### config.mk
export PLATFORM = sky130hd
export DESIGN_NAME = ghost_sprite_renderer
export DESIGN_NICKNAME = d
export VERILOG_FILES = /design/src/rtl/ghost_sprite_renderer.sv
export SDC_FILE = /design/constraint.sdc
export NUM_CORES = 1
export LEC_CHECK = 0
export BUFFER_PORTS_ARGS = -buffer_cell sky130_fd_sc_hd__buf_2
export CORE_UTILIZATION = 25
export DETAILED_ROUTE_END_ITERATION = 7
export RECOVER_POWER = 50
export SLEW_MARGIN = 20
export SYNTH_ARGS = -nofsm -noshare
export SYNTH_HDL_FRONTEND = slang
export SYNTH_SLANG_ARGS = --single-unit
### constraint.sdc
create_clock -name Clk -period 10.7 [get_ports Clk]
set_input_delay 0.535 -clock Clk [delete_from_list [all_inputs] [get_ports Clk]]
set_output_delay 0.535 -clock Clk [all_outputs]
set_load 0.01 [all_outputs]
### src/rtl/ghost_sprite_renderer.sv
// Ghost sprite fetch stage: beam position -> sprite RAM address -> pixel colour, 3-cycle latency.
// Optional fright recolouring/flash is enabled by defining FRIGHT_FLASH_EN.
module ghost_sprite_renderer #(
  parameter int unsigned SPR_W           = 26,
  parameter int unsigned SPR_H           = 26,
  parameter int unsigned ADDR_W          = 10,
  parameter logic [23:0] TRANSPARENT_KEY = 24'h000000,
  parameter int unsigned FLASH_BIT       = 3
) (
  input  logic              Clk,
  input  logic              Reset_n,
  input  logic              frame_start,
  input  logic [9:0]        ghost_x,
  input  logic [9:0]        ghost_y,
  input  logic              facing_left,
  input  logic              frightened,
  input  logic              fright_ending,
  input  logic [9:0]        DrawX,
  input  logic [9:0]        DrawY,
  output logic [ADDR_W-1:0] ram_addr,
  input  logic [23:0]       ram_data,
  output logic [23:0]       pixel_rgb,
  output logic              pixel_hit
);

  logic [9:0]        pos_x_q, pos_y_q;
  logic              mirror_q, fright_q, ending_q;
  logic              hit_s1_q, hit_s2_q;

  logic [10:0]       dx, dy, col;
  logic              inbox;
  logic [ADDR_W-1:0] addr_d;
  logic              opaque;
  logic [23:0]       colour;

  // 11-bit differences keep a sprite near X=1023 from wrapping onto the left edge.
  always_comb begin
    dx     = {1'b0, DrawX} - {1'b0, pos_x_q};
    dy     = {1'b0, DrawY} - {1'b0, pos_y_q};
    inbox  = ({1'b0, DrawX} >= {1'b0, pos_x_q}) && (dx < 11'(SPR_W)) &&
             ({1'b0, DrawY} >= {1'b0, pos_y_q}) && (dy < 11'(SPR_H));
    col    = mirror_q ? (11'(SPR_W - 1) - dx) : dx;
    addr_d = ADDR_W'(dy * 11'(SPR_W) + col);
    opaque = hit_s2_q && (ram_data != TRANSPARENT_KEY);
  end

`ifdef FRIGHT_FLASH_EN
  logic [5:0] cnt_q;

  always_ff @(posedge Clk) begin
    if (!Reset_n || !fright_q) begin
      cnt_q <= '0;
    end else if (frame_start) begin
      cnt_q <= cnt_q + 6'd1;
    end
  end

  always_comb begin
    colour = ram_data;
    if (fright_q) begin
      colour = (ending_q && cnt_q[FLASH_BIT]) ? 24'hFFFFFF : 24'h2121FF;
    end
  end
`else
  logic unused_fright;
  assign unused_fright = ^{fright_q, ending_q, (FLASH_BIT != 0)};

  always_comb begin
    colour = ram_data;
  end
`endif

  always_ff @(posedge Clk) begin
    if (!Reset_n) begin
      pos_x_q   <= '0;
      pos_y_q   <= '0;
      mirror_q  <= 1'b0;
      fright_q  <= 1'b0;
      ending_q  <= 1'b0;
      ram_addr  <= '0;
      hit_s1_q  <= 1'b0;
      hit_s2_q  <= 1'b0;
      pixel_hit <= 1'b0;
      pixel_rgb <= '0;
    end else begin
      if (frame_start) begin
        pos_x_q  <= ghost_x;
        pos_y_q  <= ghost_y;
        mirror_q <= facing_left;
        fright_q <= frightened;
        ending_q <= fright_ending;
      end
      ram_addr  <= inbox ? addr_d : '0;
      hit_s1_q  <= inbox;
      hit_s2_q  <= hit_s1_q;
      pixel_hit <= opaque;
      pixel_rgb <= opaque ? colour : 24'h0;
    end
  end

endmodule
==> flow_summary.ini <==
[placement]
gp_congestion = 0.784
hpwlAfterDp_mm = 7.55
port_buffers = 102

[sta]
finalHoldViolCount = 0
setup_viol = 0
fin_crit_sh = 0.467
fin_hold_ws_ns = 0.425
slew_headroom = 0.326
final.min_clock_period_ns = 5.00
rsz0062_at_grt = no
skew_ns = 0.00902
slew_violations = 0
worst_slew_pin_slew_ns = 1.01
max_freq_mhz = 200
fin_setup_tns_ns = 0

[final_layout]
final_nets = 662
antenna_cells = 0
multi_input_area_sq_mm = 0.00255
num-fill-cells = 1642
regArea_sq_mm = 0.00116
syn_to_final_growth_pct = 25.2
drive_above_1_share = 0.189

[job]
maxCapViolCount = 0

[clock_tree]
cts.sinks = 58
post_cts_buffers = 0
clock_tree.buffer_depth = 2
ctsResizeCount = 0
cts_tree = built
clock_latency_ns = 0.33
cts_buffers = 9
cts_root_buf = clkbuf_16
hold_buffers = 0
clkSlewWorstSetupHoldPaths_ns = 0.05
htree_levels = 3

[power]
switching_power_w = 0.000387
power_density_mw_per_mm2 = 216
switching_share = 0.361
combPwrFrac = 0.503
vdd_drop_max_v = 0.000151
pwr-share-clk = 0.288
p_seq_frac = 0.209
p_leak_nw = 2.25
intPower_w = 0.000685

[yosys]
yosysTopAreaCell = dfxtp_1
syn_area_sq_mm = 0.00397
ys_async_sr_fraction = 0
syn_inst = 439
synth_top_area_frac = 0.292
synth_nets = 562
ys_ff_latch = 58
synth_area_leaders = dfxtp_1 29%, ha_1 14%, mux2i_1 5.5%
seq_area_frac_synth = 0.292
ys_warn_count = 0
syn_area_per_cell_sq_um = 9.05
synth_edf_count = 0
yosysUniqueCellTypes = 54
ys.flop_type = dfxtp_1

[critical_path]
cp-start-kind = register
r2r-start = pos_y_q[1]
rrSetupSlack_ns = 5.70
cp.arrival_ns = 5.19
crit_type = reg -> reg
required_ns = 10.90
reg2reg_depth = 20
end_kind = register
cp_max_fo = 4
rr_endpoint = ram_addr[9]

[route]
drt_iter0_markers = 126
via_count = 3214
drtPass1Iterations = 4
drt-total-wl_mm = 9.29
ant_nets = 0
wl_per_cell_um = 12.3
remaining_drc_errors = 0
viasPerCell = 4.26

[floorplan]
rows = 45
core_area_sq_mm = 0.0154
die_x_um = 128
fp.dieH_um = 128
die-area_sq_mm = 0.0164
ios = 105
start_util = 0.258

[grt]
grt_usage = 0.119
grt_pass1_wl_mm = 15.1
antenna_found_initial = 1
grt-ovfl-total = 0
grt_pass1_vias = 3155
grt_max_degree = 25

[hold_path]
hp-class = in -> reg
min_from = ram_data[14]
min_to = pixel_rgb[14]
min_path_cells = 2

[run_status]
status = completed
## area by class of cell
cell class	count	share of cell area
clock buffer	11	0.0488
clock inverter	5	0.0156
inverter	50	0.0377
multi-input combinational	317	0.513
sequential	58	0.234
tap	211	0.0531
timing repair buffer	103	0.0979
## metal layers
metal	up-vias	GRT usage	share of wire
met5	-	0	0.0018
met3	12	0.0480	0.072
met1	1409	0.146	0.48
met4	2	0.0332	0.010
met2	87	0.193	0.43
li1	1704	-	-
## how the worst max path moves through the flow
stage	slack, ns	startpoint	endpoint	cells after the start
floorplan	6.10	DrawY[1]	ram_addr[9]	19
global placement	5.45	DrawY[1]	ram_addr[9]	20
detailed placement	5.48	DrawY[1]	ram_addr[9]	20
CTS	5.70	pos_y_q[1]	ram_addr[9]	20
global route	5.35	pos_y_q[1]	ram_addr[9]	21
finish	5.70	pos_y_q[1]	ram_addr[9]	20
## power by group through the flow
| stage | registers [W] | logic, W | clock network, W |
|---|---|---|---|
| detailed placement | 0.000229 | 0.000534 | 0 |
| finish | 0.000224 | 0.000540 | 0.000308 |
| global route | 0.000225 | 0.000606 | 0.000323 |
| global placement | 0.000229 | 0.000531 | 0 |
| floorplan | 0.000227 | 0.000434 | 0 |
| CTS | 0.000224 | 0.000542 | 0.000315 |
## Yosys cell counts, types with 2 or more instances
cell / count
a211oi_1: 4
a21o_1: 11
a21oi_1: 17
and2_1: 27
buf_1: 2
buf_2: 2
buf_6: 2
clkbuf_1: 8
dfxtp_1: 58
fa_1: 7
ha_1: 46
inv_1: 50
mux2i_1: 22
nand2_1: 18
nand2b_1: 2
nand3_1: 5
nand3b_1: 2
nand4_1: 3
nand4b_1: 2
nor2_1: 20
nor2b_1: 27
nor3_1: 12
nor4_1: 6
o2111ai_1: 4
o211ai_1: 2
o21a_1: 4
o21ai_0: 13
o21bai_1: 2
o31a_1: 2
o31ai_1: 3
or2_2: 2
xnor2_1: 22
xor2_1: 11
## through the flow
stage	worst slack (ns)	area [sq um]	utilization	power [W]	instances
after global routing	5.35	4970	0.323	0.00115	755
final	5.70	4970	0.323	0.00107	755
after floorplan	6.10	3970	-	0.000661	439
after CTS	5.70	5000	0.326	0.00108	755
after global placement	5.45	4680	0.305	0.000760	739
after detailed placement	5.48	4680	0.305	0.000762	739
## cell usage in the layout, fill, tap and decap left out, drive strengths merged, types with 2 or more instances in the layout
| cell | count |
|---|---|
| o2111ai | 4 |
| o21a | 4 |
| nand3 | 5 |
| a211oi | 4 |
| nor3 | 12 |
| mux2i | 22 |
| bufinv | 2 |
| dfxtp | 58 |
| nand4 | 3 |
| or2 | 3 |
| o211ai | 3 |
| xnor2 | 22 |
| fa | 7 |
| o21ai | 13 |
| o31ai | 3 |
| a21oi | 17 |
| a2111oi | 2 |
| o21bai | 2 |
| nor2 | 20 |
| nand2 | 18 |
| nor4 | 7 |
| xor2 | 11 |
| clkbuf | 36 |
| ha | 46 |
| and2 | 27 |
| nor2b | 28 |
| inv | 50 |
| clkinv | 2 |
| nand2b | 2 |
| a21o | 11 |
| nand3b | 2 |
| nand4b | 2 |
| buf | 78 |
| o31a | 2 |
## cells by family after synthesis
kind of cell | synth area share
AO/OA/AOI/OAI | 0.132
AND/OR/NAND/NOR | 0.197
adder cells (fa/ha/maj) | 0.180
XOR/XNOR | 0.0784
flip-flops | 0.292
multiplexers | 0.0555
buffers and inverters | 0.0649
## worst max-delay path, stage by stage (launching register included)
cell	delay (ns)
dfxtp_1	0.33
inv_1	0.07
ha_1	0.27
nor2b_1	0.15
o31a_1	0.27
o21ai_0	0.29
and2_1	0.19
xor2_1	0.38
inv_1	0.09
ha_1	0.29
inv_1	0.05
fa_1	0.53
inv_1	0.04
ha_1	0.31
xnor2_1	0.14
ha_1	0.21
or3_1	0.37
o211ai_1	0.11
xnor3_1	0.28
a21o_1	0.16
a211oi_1	0.34
## registers in the layout (all words and copies together), names as in the netlist
| signal | cells |
|---|---|
| hit_s2_q | 1 |
| ram_addr | 10 |
| pixel_hit | 1 |
| hit_s1_q | 1 |
| pos_x_q | 10 |
| pixel_rgb | 24 |
| mirror_q | 1 |
| pos_y_q | 10 |
(Power assumes the default switching activity.)
